`config.mk`:
```
export PLATFORM = sky130hd
export DESIGN_NAME = bufgce_ce_sequencer
export DESIGN_NICKNAME = d
export VERILOG_FILES = /design/src/rtl/bufgce_ce_sequencer.sv
export SDC_FILE = /design/constraint.sdc
export NUM_CORES = 1
export LEC_CHECK = 0
export ABC_AREA = 1
export BUFFER_PORTS_ARGS = -buffer_cell sky130_fd_sc_hd__buf_2
export CAP_MARGIN = 40
export CORE_UTILIZATION = 40
export DETAILED_ROUTE_END_ITERATION = 10
export SLEW_MARGIN = 20
export SYNTH_ARGS = -nofsm -noshare
export SYNTH_HDL_FRONTEND = slang
export SYNTH_SLANG_ARGS = --single-unit
```
`constraint.sdc`:
```
create_clock -name clk -period 2.27 [get_ports clk]
set_input_delay 0.454 -clock clk [delete_from_list [all_inputs] [get_ports clk]]
set_output_delay 0.454 -clock clk [all_outputs]
set_load 0.03 [all_outputs]
```
`src/rtl/bufgce_ce_sequencer.sv`:
```
`default_nettype none
// ============================================================================
// Module   : bufgce_ce_sequencer
// Brief    : Clock-enable sequencer for a downstream BUFGCE. Synchronizes an
//            asynchronous enable request, applies a wake-up dwell before CE
//            asserts, a drain dwell before CE deasserts, and an optional
//            idle-timeout auto-gate driven by a synchronous ACTIVITY input.
// Revision : 1.0 - initial release
// ============================================================================
module bufgce_ce_sequencer #(
  parameter int   SYNC_STAGES    = 2,
  parameter int   WAKE_CYCLES    = 4,
  parameter int   DRAIN_CYCLES   = 4,
  parameter int   IDLE_TIMEOUT   = 0,
  parameter int   CNT_WIDTH      = 8,
  parameter logic IS_CE_INVERTED = 1'b0
) (
  input  logic       clk,
  input  logic       rst_n,
  input  logic       en_req,
  input  logic       activity,
  output logic       ce,
  output logic       en_ack,
  output logic       busy,
  output logic       idle_gated,
  output logic [1:0] state
);

  // State encoding is visible on the state port, so it is fixed here.
  localparam logic [1:0] c_ST_OFF   = 2'b00;
  localparam logic [1:0] c_ST_WAKE  = 2'b01;
  localparam logic [1:0] c_ST_ON    = 2'b10;
  localparam logic [1:0] c_ST_DRAIN = 2'b11;

  // Counter preloads; a zero dwell skips its state, so the load is unused then.
  localparam logic [CNT_WIDTH-1:0] c_WAKE_LOAD  =
    CNT_WIDTH'((WAKE_CYCLES > 0) ? (WAKE_CYCLES - 1) : 0);
  localparam logic [CNT_WIDTH-1:0] c_DRAIN_LOAD =
    CNT_WIDTH'((DRAIN_CYCLES > 0) ? (DRAIN_CYCLES - 1) : 0);
  localparam logic [CNT_WIDTH-1:0] c_IDLE_LAST  =
    CNT_WIDTH'((IDLE_TIMEOUT > 0) ? (IDLE_TIMEOUT - 1) : 0);
  localparam logic [CNT_WIDTH-1:0] c_IDLE_MAX   = CNT_WIDTH'(IDLE_TIMEOUT);

  logic [SYNC_STAGES-1:0] r_sync;
  logic                   w_en_s;

  logic [1:0]             r_state;
  logic [CNT_WIDTH-1:0]   r_cnt;
  logic [CNT_WIDTH-1:0]   r_idle_cnt;
  logic                   r_idle_gated;
  logic                   r_ce;
  logic                   r_en_ack;
  logic                   r_busy;

  logic [1:0]             w_state_nxt;
  logic [CNT_WIDTH-1:0]   w_cnt_nxt;
  logic [CNT_WIDTH-1:0]   w_idle_cnt_nxt;
  logic                   w_idle_gated_nxt;
  logic                   w_ce_nxt;
  logic                   w_en_ack_nxt;
  logic                   w_busy_nxt;

  assign w_en_s = r_sync[SYNC_STAGES-1];

  // Multi-flop synchronizer bringing the asynchronous request into clk.
  always_ff @(posedge clk or negedge rst_n) begin
    if (!rst_n) begin
      r_sync <= '0;
    end else begin
      r_sync <= {r_sync[SYNC_STAGES-2:0], en_req};
    end
  end

  // State, counters and next-state-decoded outputs update on the same edge.
  always_ff @(posedge clk or negedge rst_n) begin
    if (!rst_n) begin
      r_state      <= c_ST_OFF;
      r_cnt        <= '0;
      r_idle_cnt   <= '0;
      r_idle_gated <= 1'b0;
      r_ce         <= IS_CE_INVERTED;
      r_en_ack     <= 1'b0;
      r_busy       <= 1'b0;
    end else begin
      r_state      <= w_state_nxt;
      r_cnt        <= w_cnt_nxt;
      r_idle_cnt   <= w_idle_cnt_nxt;
      r_idle_gated <= w_idle_gated_nxt;
      r_ce         <= w_ce_nxt;
      r_en_ack     <= w_en_ack_nxt;
      r_busy       <= w_busy_nxt;
    end
  end

  // Next-state, dwell counter, idle counter and idle-gate flag.
  always_comb begin
    w_state_nxt      = r_state;
    w_cnt_nxt        = r_cnt;
    w_idle_cnt_nxt   = '0;
    w_idle_gated_nxt = r_idle_gated;
    case (r_state)
      c_ST_OFF: begin
        if (!w_en_s) begin
          w_idle_gated_nxt = 1'b0;
        end else if (!r_idle_gated || activity) begin
          // Idle-gated wake-up needs fresh activity, not just the request.
          w_idle_gated_nxt = 1'b0;
          if (WAKE_CYCLES == 0) begin
            w_state_nxt = c_ST_ON;
          end else begin
            w_state_nxt = c_ST_WAKE;
            w_cnt_nxt   = c_WAKE_LOAD;
          end
        end
      end
      c_ST_WAKE: begin
        // Abort wins over the final dwell cycle so CE never asserts.
        if (!w_en_s) begin
          w_state_nxt = c_ST_OFF;
        end else if (r_cnt == '0) begin
          w_state_nxt = c_ST_ON;
        end else begin
          w_cnt_nxt = r_cnt - 1'b1;
        end
      end
      c_ST_ON: begin
        if (activity) begin
          w_idle_cnt_nxt = '0;
        end else if (r_idle_cnt != c_IDLE_MAX) begin
          w_idle_cnt_nxt = r_idle_cnt + 1'b1;
        end else begin
          w_idle_cnt_nxt = r_idle_cnt;
        end
        if (!w_en_s) begin
          w_state_nxt = (DRAIN_CYCLES == 0) ? c_ST_OFF : c_ST_DRAIN;
          w_cnt_nxt   = c_DRAIN_LOAD;
        end else if ((IDLE_TIMEOUT != 0) && !activity &&
                     (r_idle_cnt == c_IDLE_LAST)) begin
          w_state_nxt      = (DRAIN_CYCLES == 0) ? c_ST_OFF : c_ST_DRAIN;
          w_cnt_nxt        = c_DRAIN_LOAD;
          w_idle_gated_nxt = 1'b1;
        end
      end
      default: begin
        // Drain: the reason for gating decides what reclaims the clock.
        if (r_idle_gated ? activity : w_en_s) begin
          w_state_nxt      = c_ST_ON;
          w_idle_gated_nxt = 1'b0;
        end else if (r_cnt == '0) begin
          w_state_nxt = c_ST_OFF;
        end else begin
          w_cnt_nxt = r_cnt - 1'b1;
        end
      end
    endcase
  end

  // Output decode from next state, so outputs are aligned with the state port.
  always_comb begin
    w_ce_nxt     = ((w_state_nxt == c_ST_ON) || (w_state_nxt == c_ST_DRAIN))
                   ^ IS_CE_INVERTED;
    w_en_ack_nxt = (w_state_nxt == c_ST_ON);
    w_busy_nxt   = (w_state_nxt == c_ST_WAKE) || (w_state_nxt == c_ST_DRAIN);
  end

  assign ce         = r_ce;
  assign en_ack     = r_en_ack;
  assign busy       = r_busy;
  assign idle_gated = r_idle_gated;
  assign state      = r_state;

endmodule
`default_nettype wire

```
* Yosys cells after proc, flatten, opt, wreduce, memory -nomap -nowiden
Cells that the tools add are included.
Cells by class: equality and inequality tests 11, reduce and logical (&&, ||, !) cells 10, mux-type cells 20, $add $sub $neg 1, bitwise logic cells 1
Operators with widths (count):
- 8-bit two-way mux | 6
- 8-bit case mux with 3 select lines | 1
- 2-bit two-way mux | 7
- 8-bit logical NOT | 1
- 2-bit != test (second input constant) | 4
- 8-bit by 1-bit subtractor with 8-bit output (second input constant) | 1
- 2-bit equality test (second input constant) | 3
- 2-bit case mux with 3 select lines | 1
- 5-bit AND reduction | 1
- 2-bit by 1-bit equality test with 1-bit output (second input constant) | 2
- 1-bit two-way mux | 4
- 4-bit by 1-bit != test with 1-bit output (second input constant) | 1
- 1-bit logical OR | 3
- 3-bit != test (second input constant) | 1
- 3-bit AND reduction | 1
- 2-bit logical NOT | 1
- 1-bit case mux with 2 select lines | 1
- 2-bit nonzero test | 1
- 2-bit OR reduction | 1
- 1-bit logical NOT | 1
- 1-bit NOT | 1
Word-level totals: output and inout bits 6, register bits 16, logic and storage cells 50, input bits 4

* Longest topological paths before layout
Gate-level depths: netlist of run 1.
depth after elaboration 7, gate-level depth with buffers 11, mapped depth without buffers 10

* Worst setup path after synthesis of run 1
No wires, ideal clock.
kind reg2reg, from reg r_cnt[0], to reg r_cnt[3], data required time 2.196 ns, setup slack 0.826 ns, arrival 1.370 ns, stages on the path, launching flop included 12, setup time 0.074 ns, period minus slack after synthesis 1.444 ns, path buffers 1, path through dfrtp_1 -> inv_1 -> ha_1 -> inv_1 -> nor2_1 -> nand2_1 -> nor2_4 -> nor2_4 -> inv_4 -> buf_6 -> nand2_1 -> o21ai_2
Between the ends: word-level cells in the longest chain between the ends 4, elaborated cells on any way between the ends 6, classes of those cells 1 x add/sub; 4 x mux; 1 x reduce/logical
Ends and longest elaborated chain:
- start: declaration | RTL line 48 | logic [CNT_WIDTH-1:0] r_cnt;
- start signal: assignment | RTL line 86 | r_cnt <= w_cnt_nxt;
- 8-bit by 1-bit subtractor with 8-bit output / 8-bit logical NOT (equally long branches)
- 8-bit two-way mux (*) | RTL line 120, 149
- 8-bit two-way mux (on tied branches) | RTL line 146, 118
- 8-bit case mux with 3 select lines (*) | RTL line 101 | case (r_state)
Every way passes the cells marked *; elsewhere a longest branch is shown, timed or not. The select of a mux whose other input is x is not followed. A chain may end at the register's enable or synchronous reset.

* Final worst setup path of run 1
from reg r_cnt[0], to reg r_cnt[5]
Same word-level chain as after synthesis.

==> summary.md, run 1 <==
| Metric | Value |
|---|---|
| Setup crit end kind | flip-flop |
| Ys Warns | 0 |
| CTS Buf Count | 3 |
| Post-Synth XOR/XNOR Area | 1.19% |
| Chip height | 44.8 µm |
| Critical path type | flip-flop to flip-flop |
| Tmin final | 1610 ps |
| Placer Congestion | 0.745 |
| Max-Cap Viols | 0 |
| Initial antenna violation count | 0 |
| Synth Area in Simple Gates | 26.3% |
| Main synth FF type | dfrtp_1 |
| CTS clk-pin slew, worst paths | 80 ps |
| Layout Area Growth over Synthesis | 7.00% |
| Syn nets | 91 |
| CTS tree | done |
| Final hold violation count | 0 |
| Grt ovf | 0 |
| Pre-antenna DRT Iters | 4 |
| Root Driver | clkbuf_4 |
| Sum Neg Setup Slack | 0 ps |
| Seq cells post-synth | 14 |
| Met2 GRT Util | 20.3% |
| CTS sink count | 14 |
| Count leader, synth | nand2_1 |
| Final ANT Viol Nets | 0 |
| Nets | 99 |
| Met3 usage in global routing | 3.60% |
| Initial Util | 42.5% |
| Die width | 44.8 µm |
| Pleak | 0.382 nW |
| Post-synthesis mux area share | 0% |
| Power Dens Cells | 1410 mW/mm² |
| Share of cells above drive strength 1 | 22.8% |
| Yosys cell types | 20 |
| Fillcell total | 173 |
| Critical path launch point type | flip-flop |
| First-pass GRT wire length | 1.87 mm |
| Final setup viols | 0 |
| Status | finished clean |
| Top Usage Layer GRT | met2 |
| WP data arrival | 1760 ps |
| Vias/cell | 4.68 |
| Area of the multi-input gates | 298 µm² |
| Synth area leaders | dfrtp_1, nand2_1, inv_1 |
| H-tree Lvls | 1 |
| Post-synthesis adder-cell area fraction | 1.71% |
| WL final | 1.15 mm |
| Critical-path cell list | inv_1, ha_1, inv_1, nor2_1, nand2_1, nor2_4, nor2_4, inv_4, o21ai_0 |
| CTS max path bufs | 2 |
| Largest net degree at the start of global routing | 15 |
| Layout Skew | 1.22 ps |
| GR Util met1 | 16.9% |
| Yosys top cell area share | 47.8% |
| Vias in the first global route | 440 |
| Leading area contributor after synthesis | dfrtp_1 |
| CP required | 2420 ps |
| PostCTS Resize Cnt | 0 |
| Peak supply drop | 628 µV |
| Rows | 15 |
| Tcrit/Tclk final | 70.8% |
| Initial DRC count | 10 |
| FMAX | 623 MHz |
| Synthesized area per cell | 8.53 µm² |
| Clk_lat worst skew | 270 ps |
| Post-synthesis compound-gate area fraction | 10.9% |
| CP peak stage delay | 360 ps |
| Hold Buf Count CTS | 0 |
| Final slew viol count | 0 |
| Setup bufs post-CTS | 0 |
| Cell count after synthesis | 86 |
| Final HPWL DP | 850 µm |
| Number of flops mapped to enable cells by yosys | 0 |
| Ys async rst share | 100% |
| I/O pin cnt | 10 |
| Antenna cell count | 0 |
| Via count | 548 |
| DR WL/cell | 9.79 µm |
| RSZ-0062 raised after global routing | no |
| Reg area | 350 µm² |
| Pwr Total | 0.00111 W |
| Largest family of logic cells by synthesized area | simple AND/OR/NAND/NOR gates |
| Die ar. | 0.00201 mm² |
| Hold Path Class | primary input to asynchronous set/reset pin |
| Mapped cell area | 733 µm² |
| Core ar. | 0.00173 mm² |
| Number of I/O port buffers | 7 |
| Crit path max fanout | 11 |
| GRT Overall Usage | 13.5% |
| Slowest CP cell | dfrtp_1 |
| Post-synthesis sequential area ratio | 47.8% |
| Synth cell count leaders | nand2_1, dfrtp_1, inv_1 |
| DR DRC count | 0 |
## cell type report
class	instances	area share [%]
repair buffers	7	4.47
inverters	12	6.06
clock buffers	3	2.87
well taps	25	3.99
flip-flops and latches	14	44.7
multi-input cells	56	38.0
## worst max-delay path: cells and delay by family, from the launching register on
kind                     cells  cell delay (ps)
flip-flops                   1              360
adder cells (fa/ha/maj)      1              270
AO/OA/AOI/OAI                1              110
AND/OR/NAND/NOR              4              400
buffers and inverters        3              350
## power breakdown
group	leakage [nW]	total (W)	switching, W	internal [W]
Clock	0.0138	0.000134	0.0000724	0.0000614
Combinational	0.194	0.000561	0.000382	0.000180
Sequential	0.174	0.000411	0.0000778	0.000333
Total	0.382	0.00111	0.000532	0.000574
## per-stage QoR
step | hold WS, ps | setup WS [ps] | util, % | area [µm²] | std cells
floorplan | 158 | 826 | - | 733 | 86
global placement | 333 | 668 | 44.1 | 762 | 114
detailed placement | 337 | 664 | 44.1 | 762 | 114
CTS | 64.8 | 656 | 45.4 | 785 | 117
global route | 64.4 | 459 | 45.4 | 785 | 117
finish | 61.6 | 664 | 45.4 | 785 | 117
## layout by cell type (no fill, tap or decap), types with 3 or more instances in the layout
cell type and n:
clkbuf_4 3, dfrtp_1 14, nor2_1 8, buf_2 7
nand2_1 18, inv_1 10, nand3_1 7, o21ai_0 6
nand4_1 3, o21ai_2 4
## sequential cells by signal, summed over array words and instances, names as in the netlist
| signal | count |
|---|---|
| r_cnt | 8 |
| r_sync | 2 |
| state | 1 |
| en_ack | 1 |
| ce | 1 |
| busy | 1 |
## cell families (layout without fill, tap and decap cells)
| family | Yosys count | count (layout) |
|---|---|---|
| AND/OR/NAND/NOR | 41 | 41 |
| buffers and inverters | 16 | 22 |
| flip-flops | 14 | 14 |
| AO/OA/AOI/OAI | 12 | 12 |
| adder cells (fa/ha/maj) | 1 | 1 |
| other | 1 | 1 |
| XOR/XNOR | 1 | 1 |
## path summary, 6_finish.rpt
kind	end	depth (start not counted)	from	slack (ps)
max	r_cnt[5]	9	r_cnt[0]	660
min	en_ack	1	rst_n	60
max reg2reg	r_cnt[5]	9	r_cnt[0]	660
min reg2reg	r_sync[1]	0	r_sync[0]	350
max in group asynchronous	r_cnt[7]	1	rst_n	1970
min in group clk	r_sync[0]	1	en_req	280
## routing by layer
layer	up-vias	routed length [µm]	share of wire (%)
met2	6	542	47
li1	285	-	-
met4	0	14	1.2
met5	-	0	0
met1	255	558	49
met3	2	30	2.6
Power figures use the tool's default switching activity.
==> run 2: changes to the inputs <==
==> constraint.sdc (replaced) <==
create_clock -name clk -period 1.5 [get_ports clk]
set_input_delay 0.3 -clock clk [delete_from_list [all_inputs] [get_ports clk]]
set_output_delay 0.3 -clock clk [all_outputs]
set_load 0.03 [all_outputs]
==> summary.md, run 2 (synthesis gave the netlist of run 1 again) <==
| Metric | Value |
|---|---|
| First-pass GRT wire length | 2.01 mm (was 1.87 mm) |
| Final HPWL DP | 830 µm (was 850 µm) |
| Setup crit end kind | flip-flop (unchanged) |
| Largest net degree at the start of global routing | 15 (unchanged) |
| Grt ovf | 0 (unchanged) |
| Top Usage Layer GRT | met1 (was met2) |
| Min-Delay Endpoint | r_sync[0] |
| Crit path max fanout | 11 (unchanged) |
| R2R Setup Slk | 90 ps (was 660 ps) |
| Final ANT Viol Nets | 0 (unchanged) |
| CP required | 1670 ps (was 2420 ps) |
| CP peak stage delay | 390 ps (was 360 ps) |
| CTS max path bufs | 2 (unchanged) |
| Net switching power | 0.000839 W (was 0.000532 W) |
| Sequential power share | 32.1% (was 37.2%) |
| Initial DRC count | 10 (unchanged) |
| Slowest CP cell | dfrtp_1 (unchanged) |
| Met2 GRT Util | 20.0% (was 20.3%) |
| Antenna cell count | 0 (unchanged) |
| H-tree Lvls | 1 (unchanged) |
| WP buf/inv | 3 (unchanged) |
| Rows | 15 (unchanged) |
| Peak supply drop | 1070 µV (was 628 µV) |
| Die ar. | 0.00201 mm² (unchanged) |
| Chip height | 44.8 µm (unchanged) |
| Layout Area Growth over Synthesis | 15.5% (was 7.00%) |
| Pleak | 0.413 nW (was 0.382 nW) |
| GRT Overall Usage | 14.4% (was 13.5%) |
| WP data arrival | 1580 ps (was 1760 ps) |
| R2R cell count | 9 (unchanged) |
| Nets | 104 (was 99) |
| WL final | 1.16 mm (was 1.15 mm) |
| Switching portion of total power | 45.5% (was 48.1%) |
| Combinational power share | 53.2% (was 50.7%) |
| Sum Neg Setup Slack | 0 ps (unchanged) |
| Largest registers | r_cnt: 8 flops, r_sync: 2 flops (unchanged) |
| Vias in the first global route | 447 (was 440) |
| Clk_lat worst skew | 280 ps (was 270 ps) |
| CTS clk-pin slew, worst paths | 80 ps (about the same) |
| Final hold violation count | 0 (unchanged) |
| Hold Path Class | primary input to flip-flop (was primary input to asynchronous set/reset pin) |
| Critical path launch point type | flip-flop (unchanged) |
| Critical path type | flip-flop to flip-flop (unchanged) |
| Commonest non-fill, non-tap cell in the layout | nand2_1 (unchanged) |
| RSZ-0062 raised after global routing | yes (was no) |
| Tmin final | 1410 ps (was 1610 ps) |
| GR Util met1 | 20.1% (was 16.9%) |
| Delay-heaviest family, CP | simple AND/OR/NAND/NOR gates (unchanged) |
| Max-Cap Viols | 0 (unchanged) |
| Status | finished clean (unchanged) |
| Root Driver | clkbuf_4 (unchanged) |
| FMAX | 710 MHz (was 623 MHz) |
| Biggest register | r_cnt (unchanged) |
| Initial antenna violation count | 0 (unchanged) |
| Number of flip-flops in the largest register | 8 (unchanged) |
| Clk pwr share | 14.7% (was 12.1%) |
| Final setup viols | 0 (unchanged) |
| I/O pin cnt | 10 (unchanged) |
| DR WL/cell | 9.41 µm (was 9.79 µm) |
| Int Pwr | 0.00101 W (was 0.000574 W) |
| Layout Skew | 0.703 ps (was 1.22 ps) |
| Pre-antenna DRT Iters | 4 (unchanged) |
| Number of I/O port buffers | 7 (unchanged) |
| CTS Buf Count | 3 (unchanged) |
| Via count | 548 (unchanged) |
| Placer Congestion | 0.784 (was 0.745) |
| DR DRC count | 0 (unchanged) |
| Power Dens Cells | 2180 mW/mm² (was 1410 mW/mm²) |
| Vias/cell | 4.46 (was 4.68) |
| Commonest non-fill, non-tap cells in the layout | nand2_1, dfrtp_1, inv_1, nor2_1 (unchanged) |
| Core ar. | 0.00173 mm² (unchanged) |
| Critical-path cell list | inv_1, ha_2, inv_1, nor2_1, nand2_1, nor2_4, nor2_4, inv_6, o21ai_0 (was inv_1, ha_1, inv_1, nor2_1, nand2_1, nor2_4, nor2_4, inv_4, o21ai_0) |
| CTS tree | done (unchanged) |
| CTS sink count | 14 (unchanged) |
| Die width | 44.8 µm (unchanged) |
| Pwr Total | 0.00185 W (was 0.00111 W) |
| Reg-to-Reg End | r_cnt[5] (unchanged) |
| Met3 usage in global routing | 3.60% (unchanged) |
| Hold_sp | en_req |
| Hold Crit Depth | 1 |
| Share of cells above drive strength 1 | 28.6% (was 22.8%) |
| Tcrit/Tclk final | 93.9% (was 70.8%) |
| Final slew viol count | 0 (unchanged) |
| Initial Util | 42.5% (unchanged) |
| RR Startpoint | r_cnt[1] (was r_cnt[0]) |
==> run 2: per-stage QoR <==
step	setup slack (ps)	instance area (µm²)	utilization [%]	hold WS, ps	instances
floorplan	55.8	733	-	4.41	86
global placement	109	785	45.4	214	117
detailed placement	88.9	785	45.4	214	117
CTS	69.3	831	48.1	123	122
global route	-30.2	847	49.1	112	123
finish	91.2	847	49.1	123	123
==> run 2: area by class of cell <==
type	count	area (µm²)
fillers	177	880
flip-flops and latches	14	350
multi-input cells	56	304
repair buffers	12	75.1
inverters	12	50.0
clock buffers	4	36.3
well taps	25	31.3
==> run 2: worst max-delay path by stage <==
stage	depth (start not counted)	to	from	slack, ps
2_1_floorplan	11	r_cnt[3]	r_cnt[0]	60
3_3_place_gp	10	r_cnt[5]	r_cnt[1]	110
3_5_place_dp	9	r_cnt[5]	r_cnt[0]	90
4_1_cts	9	r_cnt[5]	r_cnt[1]	70
5_1_grt	9	r_cnt[5]	r_cnt[1]	-30
6_report	9	r_cnt[5]	r_cnt[1]	90
==> run 2: timing repair <==
action                     in CTS  in global routing
hold buffers                    1                  0
gates resized for setup         0                  4
setup buffers                   0                  1
setup endpoints to repair       0                 10
hold endpoints to repair       14                  0
==> run 2: routing by layer <==
layer | wire length [µm] | share of wire (%)
met1 | 589 | 51
met2 | 499 | 43
met3 | 36 | 3.1
met4 | 33 | 2.8
met5 | 0 | 0
==> run 2: power by group through the flow <==
stage	clock (W)	combinational, W	sequential [W]
after floorplan	0	0.000688	0.000694
after global placement	0	0.000933	0.000593
after detailed placement	0	0.000948	0.000595
after CTS	0.000277	0.000953	0.000588
after global routing	0.000299	0.00112	0.000609
final	0.000270	0.000983	0.000593
